===== src/rtl/ball_pkg.sv =====
// ball_pkg: shared types and constants for the ball motion engine.
//   ball_state_t : FSM state encoding (IDLE, MOVE, LOST)
//   DIR_INC      : direction flag value for an increasing coordinate
//   DIR_DEC      : direction flag value for a decreasing coordinate
package ball_pkg;

    typedef enum logic [1:0] {
        IDLE = 2'd0,
        MOVE = 2'd1,
        LOST = 2'd2
    } ball_state_t;

    localparam logic DIR_INC = 1'b1;
    localparam logic DIR_DEC = 1'b0;

endpackage


===== src/rtl/ball_mover_axis_stepper.sv =====
// axis_stepper: combinational next-position / next-direction logic for one
// axis of the ball. Holds no state; the registers live in ball_mover.
//
// Parameters: W (coordinate width), MAX (largest legal coordinate, inclusive),
//             STEP (pixels moved per step).
// Ports:
//   pos      in  W   current coordinate
//   dir      in  1   current direction (DIR_INC / DIR_DEC)
//   flip     in  1   reverse the direction before stepping
//   step_en  in  1   advance the coordinate this cycle
//   next_pos out W   coordinate after this cycle
//   next_dir out 1   direction after this cycle
//   hit_lo   out 1   step clamped at 0 (low wall reflection)
//   hit_hi   out 1   step clamped at MAX (high wall reflection)
module axis_stepper
    import ball_pkg::*;
#(
    parameter int W    = 8,
    parameter int MAX  = 159,
    parameter int STEP = 1
) (
    input  logic [W-1:0] pos,
    input  logic         dir,
    input  logic         flip,
    input  logic         step_en,
    output logic [W-1:0] next_pos,
    output logic         next_dir,
    output logic         hit_lo,
    output logic         hit_hi
);

    // One extra bit so pos+STEP can exceed MAX without wrapping.
    localparam logic [W:0] STEP_EXT = (W+1)'(STEP);
    localparam logic [W:0] MAX_EXT  = (W+1)'(MAX);

    logic         eff_dir;
    logic [W:0]   sum;

    assign eff_dir = dir ^ flip;
    assign sum     = {1'b0, pos} + STEP_EXT;

    always_comb begin
        next_pos = pos;
        next_dir = eff_dir;
        hit_lo   = 1'b0;
        hit_hi   = 1'b0;
        if (step_en) begin
            if (eff_dir == DIR_INC) begin
                if (sum > MAX_EXT) begin
                    next_pos = W'(MAX);
                    next_dir = DIR_DEC;
                    hit_hi   = 1'b1;
                end else begin
                    next_pos = sum[W-1:0];
                end
            end else begin
                if ({1'b0, pos} < STEP_EXT) begin
                    next_pos = '0;
                    next_dir = DIR_INC;
                    hit_lo   = 1'b1;
                end else begin
                    next_pos = pos - W'(STEP);
                end
            end
        end
    end

endmodule


===== src/rtl/ball_mover.sv =====
// ball_mover: ball motion engine. Holds the ball at the serve position until
// launched, then steps X and Y on each enable tick, reflecting off the left,
// right and top walls and applying flip requests from the collision logic.
// A bottom-edge hit produces a one-cycle lost pulse and a return to serve.
//
// Compile option: define BALL_BOTTOM_WALL_EN to make the bottom edge reflect
// like the other walls (lost is then never asserted).
//
// Ports:
//   clk     in  1    system clock
//   resetn  in  1    asynchronous active-low reset
//   enable  in  1    movement tick (one step per pulse)
//   launch  in  1    serve request, honoured in IDLE
//   flip_x  in  1    reverse X direction
//   flip_y  in  1    reverse Y direction
//   x       out X_W  ball X
//   y       out Y_W  ball Y
//   x_du    out 1    X direction, 1 = right
//   y_du    out 1    Y direction, 1 = down
//   moving  out 1    high in MOVE
//   lost    out 1    one-cycle pulse after a bottom-edge hit
module ball_mover
    import ball_pkg::*;
#(
    parameter int X_W    = 8,
    parameter int Y_W    = 7,
    parameter int X_MAX  = 159,
    parameter int Y_MAX  = 119,
    parameter int X_INIT = 80,
    parameter int Y_INIT = 100,
    parameter int STEP   = 1
) (
    input  logic           clk,
    input  logic           resetn,
    input  logic           enable,
    input  logic           launch,
    input  logic           flip_x,
    input  logic           flip_y,
    output logic [X_W-1:0] x,
    output logic [Y_W-1:0] y,
    output logic           x_du,
    output logic           y_du,
    output logic           moving,
    output logic           lost
);

    ball_state_t    state;

    logic [X_W-1:0] x_next;
    logic [Y_W-1:0] y_next;
    logic           x_du_next;
    logic           y_du_next;
    logic           x_hit_lo, x_hit_hi;
    logic           y_hit_lo, y_hit_hi;

    axis_stepper #(.W(X_W), .MAX(X_MAX), .STEP(STEP)) u_axis_x (
        .pos      (x),
        .dir      (x_du),
        .flip     (flip_x),
        .step_en  (enable),
        .next_pos (x_next),
        .next_dir (x_du_next),
        .hit_lo   (x_hit_lo),
        .hit_hi   (x_hit_hi)
    );

    axis_stepper #(.W(Y_W), .MAX(Y_MAX), .STEP(STEP)) u_axis_y (
        .pos      (y),
        .dir      (y_du),
        .flip     (flip_y),
        .step_en  (enable),
        .next_pos (y_next),
        .next_dir (y_du_next),
        .hit_lo   (y_hit_lo),
        .hit_hi   (y_hit_hi)
    );

    // Wall hits other than the bottom one are fully handled inside the steppers.
`ifdef BALL_BOTTOM_WALL_EN
    logic unused_hits;
    assign unused_hits = x_hit_lo ^ x_hit_hi ^ y_hit_lo ^ y_hit_hi;
`else
    logic unused_hits;
    assign unused_hits = x_hit_lo ^ x_hit_hi ^ y_hit_lo;
`endif

    always_ff @(posedge clk or negedge resetn) begin
        if (!resetn) begin
            state  <= IDLE;
            x      <= X_W'(X_INIT);
            y      <= Y_W'(Y_INIT);
            x_du   <= DIR_INC;
            y_du   <= DIR_DEC;
            moving <= 1'b0;
            lost   <= 1'b0;
        end else begin
            lost <= 1'b0;
            case (state)
                IDLE: begin
                    if (launch) begin
                        state  <= MOVE;
                        moving <= 1'b1;
                    end
                end
                MOVE: begin
                    // X always takes the stepper result, even on a bottom-corner loss.
                    x    <= x_next;
                    x_du <= x_du_next;
`ifdef BALL_BOTTOM_WALL_EN
                    y    <= y_next;
                    y_du <= y_du_next;
`else
                    if (y_hit_hi) begin
                        y      <= Y_W'(Y_MAX);
                        state  <= LOST;
                        moving <= 1'b0;
                        lost   <= 1'b1;
                    end else begin
                        y    <= y_next;
                        y_du <= y_du_next;
                    end
`endif
                end
                LOST: begin
                    state <= IDLE;
                    x     <= X_W'(X_INIT);
                    y     <= Y_W'(Y_INIT);
                    x_du  <= DIR_INC;
                    y_du  <= DIR_DEC;
                end
                default: begin
                    state <= IDLE;
                end
            endcase
        end
    end

endmodule


===== config.mk =====
export PLATFORM = sky130hd
export DESIGN_NAME = ball_mover
export DESIGN_NICKNAME = d
export VERILOG_FILES = /design/src/rtl/ball_pkg.sv /design/src/rtl/ball_mover_axis_stepper.sv /design/src/rtl/ball_mover.sv
export SDC_FILE = /design/constraint.sdc
export NUM_CORES = 1
export LEC_CHECK = 0
export ABC_AREA = 1
export CORE_UTILIZATION = 38
export DETAILED_ROUTE_END_ITERATION = 6
export HOLD_SLACK_MARGIN = 0.03
export SYNTH_ARGS = -nofsm -noshare
export SYNTH_HDL_FRONTEND = slang
export SYNTH_SLANG_ARGS = --single-unit
export TNS_END_PERCENT = 50

===== constraint.sdc =====
create_clock -name clk -period 4.4 [get_ports clk]
set_clock_uncertainty 0.1 [all_clocks]
set_input_delay 0.88 -clock clk [delete_from_list [all_inputs] [get_ports clk]]
set_output_delay 0.88 -clock clk [all_outputs]
set_load 0.05 [all_outputs]

Word level (Yosys, flattened, before mapping)
Cells that the tools add are included.
{"block": "totals", "regBits": 21, "input_bits": 6, "out_inout_bits": 19, "elab_cells": 65}
{"block": "op_classes", "n_addsub": 4, "n_lt_le_gt_ge": 4, "eq_ne": 7, "n_mux": 33, "n_bitwise": 2, "reduce_logical": 8}
{"operator": "two-way mux 7 bit", "count": 5}
{"operator": "two-way mux 8 bit", "count": 4}
{"operator": "two-way mux 1 bit", "count": 16}
{"operator": "case mux 8 bit (2 select lines)", "count": 1}
{"operator": "case mux 7 bit (2 select lines)", "count": 1}
{"operator": "adder 8 x 1 -> 9 bit (second input constant)", "count": 1}
{"operator": "> comparator 9 x 8 -> 1 bit (second input constant)", "count": 1}
{"operator": "adder 7 x 1 -> 8 bit (second input constant)", "count": 1}
{"operator": "> comparator 8 x 7 -> 1 bit (second input constant)", "count": 1}
{"operator": "< comparator 8 x 1 -> 1 bit (second input constant)", "count": 1}
{"operator": "AND reduction 2 bit", "count": 4}
{"operator": "subtractor 8 x 1 -> 8 bit (second input constant)", "count": 1}
{"operator": "< comparator 7 x 1 -> 1 bit (second input constant)", "count": 1}
{"operator": "subtractor 7 x 1 -> 7 bit (second input constant)", "count": 1}
{"operator": "inequality test 2 bit (second input constant)", "count": 3}
{"operator": "case mux 1 bit (2 select lines)", "count": 3}
{"operator": "two-way mux 2 bit", "count": 2}
{"operator": "case mux 2 bit (2 select lines)", "count": 1}
{"operator": "nonzero test 2 bit", "count": 2}
{"operator": "inequality test 3 x 2 -> 1 bit (second input constant)", "count": 1}
{"operator": "AND reduction 3 bit", "count": 1}
{"operator": "== test 2 x 1 -> 1 bit (second input constant)", "count": 1}
{"operator": "== test 2 bit (second input constant)", "count": 1}
{"operator": "zero test 2 bit", "count": 1}
{"operator": "other kinds (2)", "count": 3}

Depth between registers and ports, before layout
{"block": "logic_depth", "ltp_word": 7, "depth_mapped": 14, "ltp_nobuf": 13}

Modules after synthesis
From an unflattened synthesis, not the netlist that was laid out.
{"block": "hier_totals", "cells_unflattened": 324, "hier_area_um2": 2144.6}
{"module": "ball_mover", "instances": 1, "cells_per_inst": 104, "area_each_um2": 952.2, "seq_area_each_um2": 533.0}
{"module": "axis_stepper (u_axis_x)", "instances": 1, "cells_per_inst": 125, "area_each_um2": 650.6, "seq_area_each_um2": 0.0}
{"module": "axis_stepper (u_axis_y)", "instances": 1, "cells_per_inst": 95, "area_each_um2": 541.8, "seq_area_each_um2": 0.0}

Least setup slack after synthesis
No wires, ideal clock.
{"block": "synth_path", "kind": "register to register", "from": "reg y[0]", "to": "reg moving", "setup_ns": 0.119, "arrival_ns": 1.829, "required_ns": 4.181, "path_slack_ns": 2.352, "stages_incl_launch_ff": 13, "path_buffers": 0, "synth_period_minus_slack_ns": 2.048, "path_cell_list": "dfrtp_1 -> ha_1 -> nand3_1 -> nand2_1 -> nand2_1 -> nor2_1 -> nand3_2 -> nand2_4 -> nand3_2 -> nand2_1 -> nand2_1 -> nand2_1 -> nand2_1"}
{"block": "synth_between", "elab_chain_cells": 7}
{"element": "start, declared", "line": "ball_mover.sv:40", "source": "output logic [Y_W-1:0] y,"}
{"element": "start signal, assigned", "line": "ball_mover.sv:91", "source": "y <= Y_W'(Y_INIT);"}
{"element": "start signal, assigned", "line": "ball_mover.sv:114", "source": "y <= Y_W'(Y_MAX);"}
{"element": "start signal, assigned", "line": "ball_mover.sv:119", "source": "y <= y_next;"}
{"element": "adder 7 x 1 -> 8 bit", "line": "ball_mover_axis_stepper.sv:40", "source": "assign sum = {1'b0, pos} + STEP_EXT;"}
{"element": "> comparator 8 x 7 -> 1 bit", "line": "ball_mover_axis_stepper.sv:49", "source": "if (sum > MAX_EXT) begin"}
{"element": "two-way mux 1 bit", "line": "ball_mover_axis_stepper.sv:49"}
{"element": "two-way mux 1 bit", "line": "ball_mover_axis_stepper.sv:48", "source": "if (eff_dir == DIR_INC) begin"}
{"element": "two-way mux 1 bit", "line": "ball_mover_axis_stepper.sv:47", "source": "if (step_en) begin"}
{"element": "inequality test 2 x 1 -> 1 bit (no source line)"}
{"element": "AND reduction 3 bit (no source line)"}
{"element": "end signal, assigned", "line": "ball_mover.sv:94", "source": "moving <= 1'b0;"}
{"element": "end signal, assigned", "line": "ball_mover.sv:102", "source": "moving <= 1'b1;"}
{"element": "end signal, assigned", "line": "ball_mover.sv:116", "source": "moving <= 1'b0;"}
{"element": "end, declared", "line": "ball_mover.sv:43", "source": "output logic moving,"}
Every way passes these cells.
A chain may end at the register's enable or synchronous reset.

Worst setup path after layout
{"block": "layout_path", "from": "reg y[2]", "to": "out y[2]"}
No word-level cell between the ends.

==> summary.md <==
| Metric | Value |
|---|---|
| Status | `completed` |
| Commonest non-fill, non-tap cells in the layout | `nand2_1 (67), inv_1 (27), clkdlybuf4s50_1 (24)` |
| Initial core utilization | `40.7%` |
| Largest net degree at the start of global routing | `22` |
| Die Area | `0.00511 mm²` |
| Uppermost layer routed | `met4` |
| Post-CTS Setup Repair Bufs | `0` |
| Residual DRC count | `0` |
| Cell depth of the worst min-delay path | `2` |
| CTS tree | `done` |
| Slowest-stage cell, CP | `clkdlybuf4s50_1` |
| Global-route wire length before repair | `7260 µm` |
| Mapped Cells | `254` |
| Clock transition at path regs | `0.08 ns` |
| GR Util All Layers | `17.8%` |
| Fmax achieved | `358 MHz` |
| Antenna Nets Post-Route | `0` |
| Net Switching | `0.985 mW` |
| H-tree levels | `1` |
| R2R cell count | `8` |
| Period utilisation layout | `63.4%` |
| Fill count | `458` |
| Reg2reg setup slack | `2.41 ns` |
| FP Rows | `24` |
| Fin worst setup slack | `1.61 ns` |
| Die Width | `71.5 µm` |
| Netlist cell types | `31` |
| Worst hold slack | `0.389 ns` |
| Met2 wire length | `1730 µm` |
| CTS Buf Count | `3` |
| CP cell instances | `clkdlybuf4s50_1` |
| Placer's final routability congestion estimate | `0.861` |
| RSZ-0062 raised after global routing | `false` |
| Mapped Nets | `268` |
| Core footprint | `0.00450 mm²` |
| Worst r2r src | `state[1]$_DFFE_PN0P_` |
| PortBufs | `24` |
| Overall Power | `1.76 mW` |
| WL/cell | `12.3 µm` |
| Final Setup Violations | `0` |
| Critical-path maximum fanout | `10` |
| Power density over the cells | `820 mW/mm²` |
| Yosys warnings | `0` |
| Slew headroom | `34.8%` |
| CP Launch Type | `register` |
| WP data required | `3.42 ns` |
| Flop pwr share | `25.7%` |
| Slew Viols, Final | `0` |
| Switching share of total power | `55.9%` |
| WHS Endpoint | `moving$_DFFE_PN0P_` |
| Worst-Skew Late Latency | `0.26 ns` |
| Fin area | `0.00215 mm²` |
| Peak VDD IR | `319 µV` |
| CP peak stage delay | `0.86 ns` |
| PostCTS Resize Cnt | `0` |
| Overflow after GRT | `0` |
| Register area | `533 µm²` |
| Drt via density | `5.05` |
| Clock sink count | `21` |
| Antenna violations before repair | `0` |
| Critical path type | `register to primary output` |
| Nets | `292` |
| Most common cell after layout, fill and taps aside | `nand2_1` |
| Ant diodes | `0` |
| Met3 routed WL | `111 µm` |
| Syn_area_per_cell | `7.23 µm²` |
| First DRT Iteration DRCs | `129` |
| Die Ht | `71.5 µm` |
| Min-delay worst type | `register to register` |
| Layout area overhead | `17.0%` |
| Buf+Inv Stages, Crit Path | `1` |
| Reg2reg end | `y[5]$_DFFE_PN1P_` |
| First-pass DRT Iterations | `4` |
| Setup crit end kind | `primary output` |
| Hold violation count in the final report | `0` |
| Placed cell area | `0.00210 mm²` |
| Vias post-DR | `1663` |
| Area of the multi-input gates | `0.00112 mm²` |
| Internal power | `0.777 mW` |
| Hold_buf cts | `0` |
| Post-Route M1 WL | `2170 µm` |
| Vias in the first global route | `1563` |
| Comb pwr share | `67.1%` |
| Post-route minimum period | `2.79 ns` |
| Clk buf depth | `2` |
| Hold Crit Start | `moving$_DFFE_PN0P_` |
| Arrival time worst endpoint | `1.81 ns` |
| Final TNS setup | `0 ns` |
| Post-synthesis cell area | `0.00184 mm²` |
| Pleak | `1.03 nW` |
| Drt total wl | `4040 µm` |
| Worst slack, placed | `1.69 ns` |
| DPL Wire Length | `3140 µm` |
| Root buf cell | `clkbuf_8` |
| # Max-Cap Violations | `0` |
| Worst-Margin Slew | `0.975 ns` |
| Clk pwr share | `7.2%` |
| CP top delay family | `buffers and inverters` |
| I/O pin cnt | `25` |
| Post-synthesis sequential area ratio | `29.0%` |
| Layout cells sized above 1 | `16.6%` |
| Synthesized flop and latch total | `21` |
-- logic make-up (layout without fill, tap and decap cells) --
logic type	after synthesis	count (layout)	synth area share [%]
flops	21	21	29.0
compound gates	30	30	9.20
buf+inv	44	67	10.1
xor+xnor	18	18	9.41
simple gates	133	133	36.8
fa+ha+maj	8	8	5.45
-- power by group through the flow --
stage | clock (mW) | combinational [mW] | sequential [mW]
global route | 0.143 | 1.30 | 0.474
finish | 0.127 | 1.18 | 0.453
detailed placement | 0 | 1.18 | 0.456
global placement | 0 | 1.18 | 0.458
floorplan | 0 | 0.703 | 0.651
CTS | 0.133 | 1.19 | 0.453
-- worst max path at each step --
stage	startpoint	end	slack [ns]	depth (start not counted)
after global placement	enable	y[5]$_DFFE_PN1P_	1.67	7
after detailed placement	enable	y[5]$_DFFE_PN1P_	1.69	7
final	y[2]$_DFFE_PN1P_	y[2]	1.61	1
after CTS	y[2]$_DFFE_PN1P_	y[2]	1.59	1
after floorplan	y[0]$_DFFE_PN0P_	moving$_DFFE_PN0P_	2.35	12
after global routing	y[2]$_DFFE_PN1P_	y[2]	1.56	1
-- through the flow --
stage | std cells | util [%]
detailed placement | 325 | 46.7
CTS | 329 | 47.7
global placement | 325 | 46.7
finish | 329 | 47.7
global route | 329 | 47.7
floorplan | 254 | -
-- layout make-up --
cell class / instances / share of cell area, %
inverter: 39 / 6.81
multi-input combinational: 189 / 52.0
clock inverter: 1 / 0.233
tap: 52 / 3.03
timing repair buffer: 24 / 11.2
clock buffer: 3 / 1.92
sequential: 21 / 24.8
-- flip-flops by register name, indices dropped and copies added, names as in the netlist --
| name | cells |
|---|---|
| lost | 1 |
| y | 7 |
| x_du | 1 |
| y_du | 1 |
| moving | 1 |
| state | 2 |
| x | 8 |
-- tightest hold or removal path: stages, from the launching register on --
cell,delay (ns)
dfrtp_1,0.36
nand2_1,0.06
nand2_1,0.04
-- layer usage --
metal | track usage (%) | up-vias
li1 | - | 864
met1 | 26.5 | 761
met2 | 27.3 | 34
met3 | 2.95 | 4
met4 | 3.92 | 0
met5 | 0 | -
-- synthesized netlist by cell type --
master,count,share of area (%)
nand3b_1,1,0.41
ha_1,8,5.5
o21ai_1,6,1.6
o211ai_1,1,0.41
xnor2_2,2,1.8
nand3_4,2,1.9
buf_4,3,1.2
a21oi_1,7,1.9
nand4_4,1,1.2
dfrtp_1,15,20
xnor2_1,4,1.9
inv_1,27,5.5
dfstp_2,6,8.6
nand3_2,6,3.3
nor2_4,1,0.61
buf_2,1,0.27
o21ai_0,6,1.6
a22oi_1,3,1.2
nand3_1,16,4.4
nor3_1,4,1.1
buf_6,1,0.61
clkinv_1,2,0.41
nand2_2,7,2.4
nor2_1,16,3.3
inv_2,10,2.0
xor2_1,12,5.7
nand2_4,2,1.2
nand2_1,67,14
nor2_2,5,1.7
nand4_1,5,1.7
o22ai_1,7,2.4
No activity file was read; power rests on OpenSTA's default activity.
